### config.mk
export PLATFORM = sky130hd
export DESIGN_NAME = io_bus_arbiter
export DESIGN_NICKNAME = d
export VERILOG_FILES = /design/src/rtl/io_bus_pkg.sv /design/src/rtl/rr_arb2.sv /design/src/rtl/io_bus_arbiter.sv
export SDC_FILE = /design/constraint.sdc
export NUM_CORES = 1
export LEC_CHECK = 0
export BUFFER_PORTS_ARGS = -buffer_cell sky130_fd_sc_hd__buf_2
export CAP_MARGIN = 0
export CORE_MARGIN = 2
export CORE_UTILIZATION = 52
export DETAILED_ROUTE_END_ITERATION = 7
export GPL_ROUTABILITY_DRIVEN = 0
export PLACE_DENSITY = 0.95
export SLEW_MARGIN = 25
export SYNTH_ARGS = -nofsm -noshare
export SYNTH_HDL_FRONTEND = slang
export SYNTH_SLANG_ARGS = --single-unit
### constraint.sdc
create_clock -name clk -period 3.9 [get_ports clk]
set_clock_uncertainty 0.2 [all_clocks]
set_input_delay 0.39 -clock clk [delete_from_list [all_inputs] [get_ports clk]]
set_output_delay 0.39 -clock clk [all_outputs]
set_load 0.05 [all_outputs]
### src/rtl/io_bus_pkg.sv
// rtl/io_bus_pkg.sv - shared types and constants for the I/O bus arbiter
package io_bus_pkg;

    localparam int DEV_W  = 3;
    localparam int REG_W  = 2;
    localparam int DATA_W = 16;

    localparam logic [DEV_W-1:0] IDLE_DEV_DEFAULT = 3'd7;

    localparam logic OWNER_A = 1'b0;
    localparam logic OWNER_B = 1'b1;

    typedef enum logic [1:0] {
        ST_IDLE,
        ST_SETUP,
        ST_ACCESS,
        ST_RESP
    } state_t;

endpackage

### src/rtl/rr_arb2.sv
// rtl/rr_arb2.sv - two-way combinational arbiter, round-robin or fixed A priority
module rr_arb2
    import io_bus_pkg::*;
(
    input  logic cpu_priority,
    input  logic req_a,
    input  logic req_b,
    input  logic last_owner,
    output logic grant,
    output logic winner
);

    always_comb begin
        grant = req_a | req_b;
        if (req_a && req_b) begin
            winner = cpu_priority ? OWNER_A : ~last_owner;
        end else if (req_b) begin
            winner = OWNER_B;
        end else begin
            winner = OWNER_A;
        end
    end

endmodule

### src/rtl/io_bus_arbiter.sv
// rtl/io_bus_arbiter.sv - sequences CPU and DMA accesses onto the shared I/O decode bus
module io_bus_arbiter
    import io_bus_pkg::*;
#(
    parameter int               WAIT_CYCLES  = 1,
    parameter int               NUM_MAPPED   = 4,
    parameter bit               CPU_PRIORITY = 1'b0,
    parameter logic [DEV_W-1:0] IDLE_DEV     = IDLE_DEV_DEFAULT
) (
    input  logic              clk,
    input  logic              rst_n,
    input  logic              a_req,
    input  logic              a_we,
    input  logic [DEV_W-1:0]  a_dev,
    input  logic [REG_W-1:0]  a_reg,
    input  logic [DATA_W-1:0] a_wdata,
    output logic              a_ack,
    output logic              a_err,
    output logic [DATA_W-1:0] a_rdata,
    input  logic              b_req,
    input  logic              b_we,
    input  logic [DEV_W-1:0]  b_dev,
    input  logic [REG_W-1:0]  b_reg,
    input  logic [DATA_W-1:0] b_wdata,
    output logic              b_ack,
    output logic              b_err,
    output logic [DATA_W-1:0] b_rdata,
    output logic [DEV_W-1:0]  io_dev_sel,
    output logic [REG_W-1:0]  io_reg_sel,
    output logic              io_we,
    output logic [DATA_W-1:0] io_data_out,
    input  logic [DATA_W-1:0] io_data_in,
    output logic              busy,
    output logic              owner
);

    state_t            state, state_d;
    logic [3:0]        cnt, cnt_d;
    logic              lat_we, lat_we_d;
    logic              owner_d, busy_d;
    logic [DEV_W-1:0]  io_dev_sel_d;
    logic [REG_W-1:0]  io_reg_sel_d;
    logic              io_we_d;
    logic [DATA_W-1:0] io_data_out_d;
    logic              a_ack_d, a_err_d, b_ack_d, b_err_d;
    logic [DATA_W-1:0] a_rdata_d, b_rdata_d;
    logic              grant, winner, unmapped;

    rr_arb2 u_arb (
        .cpu_priority (CPU_PRIORITY),
        .req_a        (a_req),
        .req_b        (b_req),
        .last_owner   (owner),
        .grant        (grant),
        .winner       (winner)
    );

    // The bus fields latched at grant double as the transaction record.
    assign unmapped = int'(io_dev_sel) >= NUM_MAPPED;

    always_comb begin
        state_d       = state;
        cnt_d         = cnt;
        lat_we_d      = lat_we;
        owner_d       = owner;
        io_dev_sel_d  = io_dev_sel;
        io_reg_sel_d  = io_reg_sel;
        io_data_out_d = io_data_out;
        io_we_d       = 1'b0;
        a_ack_d       = 1'b0;
        a_err_d       = 1'b0;
        b_ack_d       = 1'b0;
        b_err_d       = 1'b0;
        a_rdata_d     = a_rdata;
        b_rdata_d     = b_rdata;
        case (state)
            ST_IDLE: begin
                io_dev_sel_d = IDLE_DEV;
                if (grant) begin
                    owner_d       = winner;
                    lat_we_d      = winner ? b_we : a_we;
                    io_dev_sel_d  = winner ? b_dev : a_dev;
                    io_reg_sel_d  = winner ? b_reg : a_reg;
                    io_data_out_d = winner ? b_wdata : a_wdata;
                    state_d       = ST_SETUP;
                end
            end
            ST_SETUP: begin
                if (unmapped) begin
                    state_d      = ST_RESP;
                    io_dev_sel_d = IDLE_DEV;
                    a_ack_d      = (owner == OWNER_A);
                    a_err_d      = (owner == OWNER_A);
                    b_ack_d      = (owner == OWNER_B);
                    b_err_d      = (owner == OWNER_B);
                end else begin
                    state_d = ST_ACCESS;
                    cnt_d   = 4'(WAIT_CYCLES);
                    io_we_d = lat_we && (WAIT_CYCLES == 0);
                end
            end
            ST_ACCESS: begin
                if (cnt == 4'd0) begin
                    state_d      = ST_RESP;
                    io_dev_sel_d = IDLE_DEV;
                    a_ack_d      = (owner == OWNER_A);
                    b_ack_d      = (owner == OWNER_B);
                    if (!lat_we && owner == OWNER_A) a_rdata_d = io_data_in;
                    if (!lat_we && owner == OWNER_B) b_rdata_d = io_data_in;
                end else begin
                    cnt_d   = cnt - 4'd1;
                    io_we_d = lat_we && (cnt == 4'd1);
                end
            end
            ST_RESP: begin
                state_d = ST_IDLE;
            end
            default: begin
                state_d      = ST_IDLE;
                io_dev_sel_d = IDLE_DEV;
            end
        endcase
        busy_d = (state_d != ST_IDLE);
    end

    always_ff @(posedge clk or negedge rst_n) begin
        if (!rst_n) begin
            state       <= ST_IDLE;
            cnt         <= 4'd0;
            lat_we      <= 1'b0;
            owner       <= OWNER_B;
            busy        <= 1'b0;
            io_dev_sel  <= IDLE_DEV;
            io_reg_sel  <= '0;
            io_we       <= 1'b0;
            io_data_out <= '0;
            a_ack       <= 1'b0;
            a_err       <= 1'b0;
            b_ack       <= 1'b0;
            b_err       <= 1'b0;
            a_rdata     <= '0;
            b_rdata     <= '0;
        end else begin
            state       <= state_d;
            cnt         <= cnt_d;
            lat_we      <= lat_we_d;
            owner       <= owner_d;
            busy        <= busy_d;
            io_dev_sel  <= io_dev_sel_d;
            io_reg_sel  <= io_reg_sel_d;
            io_we       <= io_we_d;
            io_data_out <= io_data_out_d;
            a_ack       <= a_ack_d;
            a_err       <= a_err_d;
            b_ack       <= b_ack_d;
            b_err       <= b_err_d;
            a_rdata     <= a_rdata_d;
            b_rdata     <= b_rdata_d;
        end
    end

endmodule

Word-level counts from Yosys, hierarchy flattened
Cells that the tools add are included.
{ "classes": {"add_sub_neg": 1, "n_lt_le_gt_ge": 1, "eq_ne": 8, "mux": 27, "bitwise": 2, "reduce_logical": 15} }
{ "op_table": {"columns": ["cell", "n"], "rows": [
  ["$mux 16", 1],
  ["$mux 1", 12],
  ["$mux 3", 4],
  ["$reduce_and 3->1", 4],
  ["$pmux 3 s3", 1],
  ["$mux 4", 2],
  ["$ne 2x2->1 const B", 4],
  ["$pmux 2 s4", 1],
  ["$pmux 4 s2", 1],
  ["$mux 2", 3],
  ["$eq 2x2->1 const B", 2],
  ["$eq 4x1->1 const B", 1],
  ["$logic_and 1x1->1", 4],
  ["$logic_not 4->1", 1],
  ["$pmux 1 s2", 2],
  ["$reduce_bool 2->1", 2],
  ["$sub 4x1->4 const B", 1],
  ["$ge 3x3->1 const B", 1],
  ["$reduce_bool 3->1", 1],
  ["$eq 2x1->1 const B", 1],
  ["$logic_not 2->1", 1],
  ["$reduce_and 2->1", 1],
  ["$logic_not 1->1", 1],
  ["$not 1->1", 1],
  ["$or 1x1->1", 1]
]} }
{ "totals": {"ff_bits": 67, "input_bits": 64, "wordCells": 69} }

Logic depth before layout (Yosys ltp)
Gate-level depths: netlist of run 1.
{ "depth": {"word_depth": 5, "mapped_depth": 7} }

Cells and area by module
From an unflattened synthesis of run 1, not the netlist that was laid out.
{ "unflattened": {"cells_unflattened": 246, "area_unflattened_um2": 3026.7} }
{ "modules_own_cells": {"columns": ["mod", "n_inst", "cells_per_inst", "area_per_inst_um2", "seq_area_each_um2"], "rows": [
  ["io_bus_arbiter", 1, 243, 3009.1, 1681.6],
  ["rr_arb2", 1, 3, 17.5, 0.0]
]} }

Worst setup path after synthesis of run 1
Ideal clock, no wire load.
{ "synth_timing": {"path_kind": "flip-flop to flip-flop", "from": "register owner", "to": "register b_rdata[10]", "setup_time_ns": 0.125, "arrival_time_ns": 2.163, "path_slack_ns": 1.412, "path_stages_with_launch": 7, "period_less_slack_ns": 2.488, "path_cell_list": "dfstp_2 -> clkbuf_1 -> inv_1 -> or4_4 -> buf_6 -> buf_12 -> mux2_4"} }
{ "synth_via": {"elab_chain_cells": 2} }
{ "synth_lines": {"columns": ["element", "line", "source"], "rows": [
  ["start: declaration", "io_bus_arbiter.sv:34", "output logic owner"],
  ["start signal: assignment", "io_bus_arbiter.sv:147", "owner <= owner_d;"],
  ["$logic_and 1x1->1", "io_bus_arbiter.sv:109", "if (!lat_we && owner == OWNER_B) b_rdata_d = io_data_in;"],
  ["$reduce_and 3->1 (no source line)", null, null],
  ["end signal: assignment", "io_bus_arbiter.sv:158", "b_rdata <= b_rdata_d;"],
  ["end: declaration", "io_bus_arbiter.sv:27", "output logic [DATA_W-1:0] b_rdata,"]
]} }
No other way between the ends.
A chain may end at the register's enable or synchronous reset.

Worst setup path in the final report of run 1
{ "layout_timing": {"from": "register state[0]", "to": "register b_rdata[9]"} }
{ "layout_via": {"elab_chain_cells": 2} }
{ "layout_lines": {"columns": ["element", "line", "source"], "rows": [
  ["start: declaration", "io_bus_arbiter.sv:37", "state_t state, state_d;"],
  ["start signal: assignment", "io_bus_arbiter.sv:144", "state <= state_d;"],
  ["$eq 2x2->1", "io_bus_arbiter.sv:76", "case (state)"],
  ["$reduce_and 3->1 (no source line)", null, null]
]} }
No other way between the ends.

==> impl_metrics.json, run 1 <==
{
  "arrival_ns": 2.52,
  "synthXorXnorAreaFrac_pct": 0,
  "dp_hpwl_microns": 5260,
  "worstSkewPairLatency_ns": 0.33,
  "antenna_found_initial": 0,
  "finalCritPeriodShare_pct": 64.4,
  "final_common_cell": "buf_2",
  "rows": 27,
  "timing.rr.start": "state[0]",
  "routed_wl_microns": 6830,
  "synth_fa_ha_area_share_pct": 2.90,
  "clkTransAtPathRegs_ns": 0.07,
  "initial_core_util_pct": 54.2,
  "hp-start": "io_data_in[13]",
  "viasPerCell": 5.23,
  "finalSetupViolations": 0,
  "grt_pass1_wl_microns": 10800,
  "synth_warnings": 0,
  "grt_max_degree": 39,
  "crit_required_ns": 3.91,
  "synth_top_family_by_area": "multiplexers",
  "ys_seq_elements": 67,
  "start_kind": "flip-flop",
  "fin_nets": 438,
  "cts-root-buf": "clkbuf_8",
  "worstHoldPathCells": 2,
  "wl_per_cell_microns": 15.4,
  "post-route-min-period_ns": 2.51,
  "core_region_area_sq_mm": 0.00557,
  "first_global_vias": 2326,
  "postCtsSetupRepairBufs": 0,
  "drtAntennaViolNets": 0,
  "synth_area_sq_mm": 0.00302,
  "synth-simple-area-share_pct": 8.04,
  "netlist.area_leader.share_pct": 52.2,
  "finalSetupTns_ns": 0,
  "synthCells": 240,
  "cpMaxStageDelayCell": "or4_4",
  "dieArea_sq_mm": 0.00643,
  "cp-end-kind": "flip-flop",
  "rr_worst_depth": 5,
  "grt_overflow": 0,
  "status": "finished clean",
  "die_w_microns": 80.2,
  "post_cts_resized": 0,
  "drt-initial-drc-count": 82,
  "track_usage_pct": 22.1,
  "cts.sinks": 67,
  "hold_buffers": 1,
  "synth.largest_area_cell": "dfrtp_1",
  "htreeDepth": 3,
  "synth_nets": 311,
  "drc": 0,
  "worst_pin_slew_ns": 0.778,
  "firstDrtPassIters": 4,
  "syn_to_final_growth_pct": 29.0,
  "vias": 2319,
  "grt_setup_unrepaired": "false",
  "yosysUniqueCellTypes": 37,
  "cts_tree": "built",
  "ff2ff_setup_slack_ns": 1.39,
  "crit_fanout": 16,
  "port_buffers": 123,
  "max-cap-violations": 0,
  "max_clock_freq_ghz": 0.398,
  "critPathKind": "reg -> reg",
  "r2r_end": "b_rdata[9]",
  "muxShareOfSynthArea_pct": 21.2,
  "die_y_microns": 80.2,
  "cts_buffers": 9,
  "synth_seq_area_share_pct": 55.7,
  "ioPinCount": 124,
  "fillers": 396,
  "clockBufferDepth": 2,
  "n_antenna_cell": 0,
  "drive_gt1_share_pct": 49.6,
  "final_cell_mix": "123 x buf_2, 63 x dfrtp_1, 24 x mux2_2",
  "max_slew_margin_pct": 48.2,
  "min_to": "b_rdata[13]",
  "slowest_delay_ns": 0.59,
  "hold_path.class": "in -> reg",
  "hold_violations": 0,
  "path_cells": "inv_1 -> ha_1 -> or3b_4 -> or4_4 -> mux2_4",
  "synth_compound_area_share_pct": 8.41,
  "avgSynthCellArea_sq_um": 12.6,
  "slew_violations": 0,
  "synth_area_leaders": "dfrtp_1 52%, mux2_2 8.9%, mux2i_1 7.3%"
}
stage by stage:
stage | worst slack [ns] | hold slack, ns | util, % | area [sq um] | instances
4_1_cts | 1.39 | 0.0908 | 69.9 | 3890 | 443
3_5_place_dp | 1.41 | 0.265 | 66.2 | 3690 | 427
3_3_place_gp | 1.48 | 0.259 | 66.2 | 3690 | 427
6_report | 1.39 | 0.108 | 69.9 | 3890 | 443
2_1_floorplan | 1.41 | -0.106 | - | 3020 | 240
5_1_grt | 1.30 | 0.103 | 69.9 | 3890 | 443
routing by layer:
metal / GRT usage [%] / wire (microns)
met5: 0 / 0
met4: 8.81 / 102
met3: 4.72 / 514
met2: 39.8 / 3510
met1: 25.5 / 2700
worst max-delay path, delay by kind of cell (launching register included):
family                     cells  cell delay (ns)
and+or+nand+nor                2             1.03
DFF                            1             0.43
muxes                          1             0.36
adders and majority gates      1             0.27
buffers and inverters          1             0.10
state kept, by name, indices dropped and copies added (netlist names), 2 cells and up:
name / count
b_rdata: 16
state: 2
io_dev_sel: 3
cnt: 4
a_rdata: 16
io_reg_sel: 2
io_data_out: 16
area by class of cell:
cell class / instances / area, sq um / area share (%)
clock buffer: 13 / 159 / 4.08
clock inverter: 2 / 35.0 / 0.899
inverter: 11 / 41.3 / 1.06
multi-input combinational: 150 / 1230 / 31.6
sequential: 67 / 1680 / 43.2
tap: 72 / 90.1 / 2.31
timing repair buffer: 128 / 656 / 16.8
synthesized netlist by cell type:
cell / n
a31oi_1: 2
mux2i_1: 22
a211oi_1: 2
nor4_4: 1
dfrtp_1: 63
or3b_4: 1
and2_1: 1
o21ai_0: 23
or3b_2: 1
nor3b_1: 1
a21boi_1: 1
o31ai_1: 1
a2bb2oi_1: 1
a221oi_1: 1
buf_12: 1
nor2b_1: 2
inv_1: 11
a21boi_0: 1
nand2b_1: 1
nand2_1: 21
buf_6: 1
o2bb2ai_1: 3
a21oi_1: 2
nor2_1: 9
nor4_1: 1
ha_1: 7
nor4b_1: 1
a32oi_1: 3
mux2_2: 24
or4_4: 1
clkbuf_1: 7
buf_2: 3
mux2_4: 10
dfstp_2: 4
o22a_1: 1
nor4bb_1: 1
nor3_1: 4
worst max path at each step:
stage / cells after the start / from / endpoint / slack (ns)
floorplan: 6 / owner / b_rdata[10] / 1.41
global placement: 5 / state[0] / b_rdata[13] / 1.48
finish: 5 / state[0] / b_rdata[9] / 1.39
global route: 5 / state[0] / b_rdata[9] / 1.30
CTS: 5 / state[0] / b_rdata[9] / 1.39
detailed placement: 5 / state[0] / b_rdata[9] / 1.41
cell families (layout without fill, tap and decap cells):
group | Yosys count | count (layout)
multiplexers | 56 | 56
adder cells (fa/ha/maj) | 7 | 7
flip-flops | 67 | 67
AND/OR/NAND/NOR | 46 | 46
buffers and inverters | 23 | 154
AO/OA/AOI/OAI | 41 | 41
Power of run 1 is left out: the tool's default activity adds up to more than one toggle a clock period on the data nets, which glitch-free logic cannot reach.
==> inputs of run 2 (changes only) <==
Settings changed: ABC_AREA from default to 1, CORE_UTILIZATION 52 to 48, PLACE_DENSITY 0.95 to 0.9.
Clock period 3.9 ns to 2.33 ns, I/O delays scaled along.
==> run 2 against run 1 <==
Register-to-register slack lost 1.1 ns; first-iteration DRC count grew to 2.6 times the previous value; sequential share of layout area shrank 5.0 points; hold slack lost 0.038 ns; sequential cell count is the same; die area grew 5.5%; global-route usage grew 7.8 points; critical endpoint is now io_data_out[8]; synthesized area shrank 2.3%; clock-buffer cell count shrank 2.
==> impl_metrics.json, run 2 <==
{
  "synth_warnings": 0,
  "drive_gt1_share_pct": 30.2,
  "drtAntennaViolNets": 0,
  "top_regs": "a_rdata: 16 flops, b_rdata: 16 flops, io_data_out: 16 flops",
  "avgSynthCellArea_sq_um": 8.68,
  "cts_tree": "built",
  "power_density_mw_per_mm2": 1610,
  "seqPwrFrac_pct": 30.0,
  "viasPerCell": 5.32,
  "initial_core_util_pct": 49.8,
  "final_cell_mix": "160 x nand2_1, 123 x buf_2, 63 x dfrtp_1",
  "status": "finished clean",
  "netlist.area_leader.share_pct": 53.4,
  "firstDrtPassIters": 5,
  "crit_fanout": 20,
  "cts-root-buf": "clkbuf_8",
  "critPathKind": "reg -> reg",
  "p_comb_share_pct": 55.1,
  "cts_buffers": 9,
  "synth_edf_count": 0,
  "grt_overflow": 0,
  "finalWorstSetupSlack_ns": 0.250,
  "max_clock_freq_ghz": 0.481,
  "drt-initial-drc-count": 215,
  "switching_power_mw": 3.84,
  "peakVddDrop_mv": 1.05,
  "preCtsSetupSlack_ns": 0.326,
  "p_sw_share_pct": 54.0,
  "cpMaxStageDelayCell": "dfstp_2",
  "clockBufferDepth": 2,
  "p_leak_nw": 2.29,
  "vias": 3200,
  "finalPower_mw": 7.10,
  "grt_max_degree": 68,
  "finalSetupViolations": 0,
  "start_kind": "flip-flop",
  "grt_pass1_wl_microns": 15000,
  "n_antenna_cell": 0,
  "crit_required_ns": 2.35,
  "slowest_delay_ns": 0.67,
  "dp_hpwl_microns": 5310,
  "cts.sinks": 67,
  "fin_nets": 593,
  "wl_per_cell_microns": 16.3,
  "synthCells": 340,
  "die_y_microns": 82.4,
  "arrival_ns": 2.10,
  "synth_seq_area_share_pct": 57.0,
  "post_cts_resized": 0,
  "cp-end-kind": "flip-flop",
  "max_slew_margin_pct": 57.9,
  "synth_nets": 411,
  "rows": 28,
  "finalCritPeriodShare_pct": 89.3,
  "worstSkewPairLatency_ns": 0.35,
  "hold_violations": 0,
  "ys_seq_elements": 67,
  "syn_to_final_growth_pct": 49.4,
  "path_cells": "nand2_1 -> nand2_2 -> inv_1 -> nand2_1 -> a31oi_1",
  "post-route-min-period_ns": 2.08,
  "yosysUniqueCellTypes": 24,
  "routed_wl_microns": 9830,
  "grt_setup_unrepaired": "false",
  "synth_area_leaders": "dfrtp_1 53%, nand2_1 20%, a31oi_1 4.0%",
  "drc": 0,
  "ioPinCount": 124,
  "worst_pin_slew_ns": 0.631,
  "port_buffers": 123,
  "core_region_area_sq_mm": 0.00592,
  "finalSetupTns_ns": 0,
  "first_global_vias": 3144,
  "hold_path.class": "in -> reg",
  "yosysMostFrequentCell": "nand2_1",
  "path_buf_inv": 1,
  "max-cap-violations": 0,
  "antenna_found_initial": 0,
  "synth_area_sq_mm": 0.00295,
  "htreeDepth": 3,
  "clkTransAtPathRegs_ns": 0.08,
  "ys_top_cells_by_count": "160 x nand2_1, 63 x dfrtp_1, 26 x nor2_1, 19 x a31oi_1, 15 x nand3_1",
  "path_common_cell": "nand2_1",
  "internal-power_mw": 3.26,
  "die_w_microns": 82.4,
  "postCtsSetupRepairBufs": 0,
  "synth.largest_area_cell": "dfrtp_1",
  "clock_power_share_pct": 14.9,
  "synth-main-ff-cell": "dfrtp_1",
  "crit_family": "flip-flops",
  "final_common_cell": "nand2_1",
  "slew_violations": 0,
  "track_usage_pct": 29.9,
  "async_flop_share_pct": 100,
  "dieArea_sq_mm": 0.00679
}
==> run 2: cell type report <==
class	count	area [sq um]
tap	75	93.8
clock inverter	5	67.6
multi-input combinational	246	1140
sequential	67	1680
clock buffer	11	151
timing repair buffer	184	1220
fill	367	1510
inverter	14	52.6
==> run 2: metal layers <==
| layer | global-route usage, % | vias to the layer above | share of wire, % |
|---|---|---|---|
| met5 | 0 | - | 0 |
| met4 | 12.0 | 0 | 2.8 |
| li1 | - | 1440 | - |
| met2 | 50.2 | 279 | 47 |
| met3 | 8.37 | 30 | 13 |
| met1 | 36.4 | 1451 | 38 |
==> run 2: logic make-up after synthesis <==
kind of cell | synth area share, %
fa+ha+maj | 2.97
buf+inv | 4.50
flops | 57.0
simple gates | 29.8
compound gates | 5.47
xor+xnor | 0.297
==> run 2: worst register-to-register path: cells and delay by family, from the launching register on <==
kind	cells	cell delay [ns]
AND/OR/NAND/NOR	3	0.62
flip-flops	1	0.67
buffers and inverters	1	0.35
AO/OA/AOI/OAI	1	0.11
==> run 2: power by group through the flow <==
stage | clock, mW | combinational [mW] | sequential [mW]
2_1_floorplan | 0 | 1.12 | 3.83
3_3_place_gp | 0 | 3.65 | 2.10
3_5_place_dp | 0 | 3.75 | 2.11
4_1_cts | 1.07 | 3.83 | 2.10
5_1_grt | 1.12 | 4.17 | 2.17
6_report | 1.06 | 3.91 | 2.13
==> run 2: worst paths after layout <==
| check | start | to | slack (ns) | cells after the start |
|---|---|---|---|---|
| setup / recovery | owner | io_data_out[8] | 0.25 | 5 |
| hold / removal | a_dev[1] | io_dev_sel[1] | 0.07 | 5 |
| setup reg to reg | owner | io_data_out[8] | 0.25 | 5 |
| hold reg to reg | io_dev_sel[1] | io_dev_sel[1] | 0.27 | 2 |
| max in group asynchronous | rst_n | io_dev_sel[2] | 1.38 | 3 |
| min in group asynchronous | rst_n | a_rdata[8] | 0.22 | 3 |
==> run 2: metrics by stage <==
stage	cell area (sq um)	std cells	utilization, %	hold WS (ns)
2_1_floorplan	2950	340	-	-0.263
3_3_place_gp	3640	531	61.5	0.0727
3_5_place_dp	3640	531	61.5	0.0744
4_1_cts	4410	602	74.5	0.0516
5_1_grt	4410	602	74.5	0.0883
6_report	4410	602	74.5	0.0705
==> run 2: what timing repair did <==
| item | CTS | global route |
|---|---|---|
| endpoints found under the setup margin | 0 | 0 |
| hold buffers | 55 | 0 |
| endpoints found under the hold margin | 118 | 0 |
No activity file was read; power rests on OpenSTA's default activity.
==> inputs of run 3 (changes only) <==
Settings changed: CORE_ASPECT_RATIO from default to 1.1.
==> run 3 against run 2 <==
Global-route usage fell by 3.0 points; critical path type unchanged; combinational power is 8.7% higher; total power is 2.3% higher; final cell count up 1.2%; final area rose by 1.5%; maximum frequency decreased by 7.2%; largest power group unchanged; sequential share of layout area shrank 0.58 points; critical path depth up 1.
==> impl_metrics.json, run 3 (synthesis gave the netlist of run 2 again) <==
{
  "post-route-min-period_ns": 2.24,
  "r2r_end": "io_data_out[0]",
  "multiInputGateArea_sq_mm": 0.00115,
  "critPathCapture": "io_data_out[0]",
  "p_leak_nw": 2.30,
  "fin_nets": 600,
  "status": "finished clean",
  "syn_to_final_growth_pct": 51.7,
  "cts_buffers": 9,
  "viasPerCell": 5.17,
  "initial_core_util_pct": 50.5,
  "clockBufferDepth": 2,
  "cts_tree": "built",
  "ioPinCount": 124,
  "final_common_cell": "nand2_1",
  "startpoint": "owner",
  "seq_area_sq_mm": 0.00168,
  "dp_hpwl_microns": 5340,
  "track_usage_pct": 26.9,
  "cts.sinks": 67,
  "n_antenna_cell": 0,
  "die_y_microns": 86.2,
  "firstDrtPassIters": 5,
  "drive_gt1_share_pct": 31.2,
  "max_slew_margin_pct": 59.6,
  "wl_per_cell_microns": 14.5,
  "drc": 0,
  "slew_violations": 0,
  "worstSkewPairLatency_ns": 0.33,
  "dieArea_sq_mm": 0.00679,
  "worst_pin_slew_ns": 0.605,
  "max_clock_freq_ghz": 0.446,
  "final_util_pct": 76.6,
  "drt-initial-drc-count": 170,
  "start_kind": "flip-flop",
  "crit_required_ns": 2.40,
  "cp-end-kind": "flip-flop",
  "port_buffers": 123,
  "timing.rr.start": "owner",
  "grt_max_degree": 40,
  "peakVddDrop_mv": 1.28,
  "max-cap-violations": 0,
  "hold-worst-slack_ns": 0.0434,
  "rows": 29,
  "finalCritPeriodShare_pct": 96.2,
  "top_regs": "a_rdata: 16 flops, b_rdata: 16 flops, io_data_out: 16 flops",
  "vias": 3148,
  "core_region_area_sq_mm": 0.00584,
  "grt_overflow": 0,
  "worstHoldPathCells": 5,
  "antenna_found_initial": 0,
  "finalPower_mw": 7.26,
  "drtAntennaViolNets": 0,
  "routed_wl_microns": 8810,
  "rr_worst_depth": 6,
  "fillers": 367,
  "ff2ff_setup_slack_ns": 0.09,
  "die_w_microns": 78.8,
  "critPathKind": "reg -> reg",
  "cts-root-buf": "clkbuf_8",
  "finalSetupViolations": 0,
  "power_density_mw_per_mm2": 1620,
  "hold_path.class": "in -> reg",
  "first_global_vias": 3144,
  "crit_fanout": 22,
  "htreeDepth": 3,
  "hold_violations": 0,
  "arrival_ns": 2.31,
  "final_cell_mix": "160 x nand2_1, 123 x buf_2, 63 x dfrtp_1",
  "clkTransAtPathRegs_ns": 0.07,
  "grt_pass1_wl_microns": 14200
}
-- run 3: through the flow --
stage                     instances  setup slack, ns  instance area, sq um  setup TNS (ns)
after CTS                       602           0.0261                  4370               0
final                           609           0.0890                  4480               0
after floorplan                 340            0.598                  2950               0
after global placement          533            0.437                  3640               0
after global routing            609         -0.00206                  4480        -0.00206
after detailed placement        533            0.324                  3640               0
-- run 3: layout make-up --
cell class	instances	share of cell area, %
Multi-Input combinational cell	246	25.7
Clock inverter	3	0.894
Timing Repair inverter	2	0.335
Tap cell	77	2.15
Clock buffer	11	3.16
Timing Repair Buffer	189	28.9
Inverter	14	1.26
Sequential cell	67	37.6
-- run 3: report_power, final --
group / total, mW / internal [mW] / leakage (nW) / switching [mW]
combinational: 4.25 / 1.27 / 1.43 / 2.99
clock: 0.908 / 0.508 / 0.0950 / 0.400
sequential: 2.10 / 1.75 / 0.767 / 0.351
-- run 3: how the worst min path moves through the flow --
| stage | start | endpoint | slack [ns] |
|---|---|---|---|
| after floorplan | rst_n | a_ack | -0.26 |
| after global placement | rst_n | b_rdata[10] | 0.06 |
| after detailed placement | rst_n | a_rdata[8] | 0.08 |
| after CTS | a_dev[1] | io_dev_sel[1] | 0.03 |
| after global routing | a_dev[1] | io_dev_sel[1] | 0.07 |
| final | a_dev[1] | io_dev_sel[1] | 0.04 |
-- run 3: layer usage --
metal  vias to the layer above  track usage (%)  routed length (microns)
met2                       207             48.8                     4410
met1                      1454             30.9                     3270
li1                       1459                -                        -
met3                        28             7.29                      897
met4                         0             8.61                      231
met5                         -                0                        0
-- run 3: repair_timing --
action / in CTS / in global routing
hold buffers: 55 / 0
gates resized for setup: 0 / 11
buffers inserted: 0 / 4
setup endpoints to repair: 0 / 17
hold endpoints to repair: 70 / 0
-- run 3: worst max-delay path, cell delays in order (launching register included) --
cell,delay [ns]
dfstp_2,0.58
nand2_1,0.15
nand2_4,0.15
buf_6,0.22
nand2_1,0.10
a31oi_1,0.20
dlygate4sd3_1,0.57
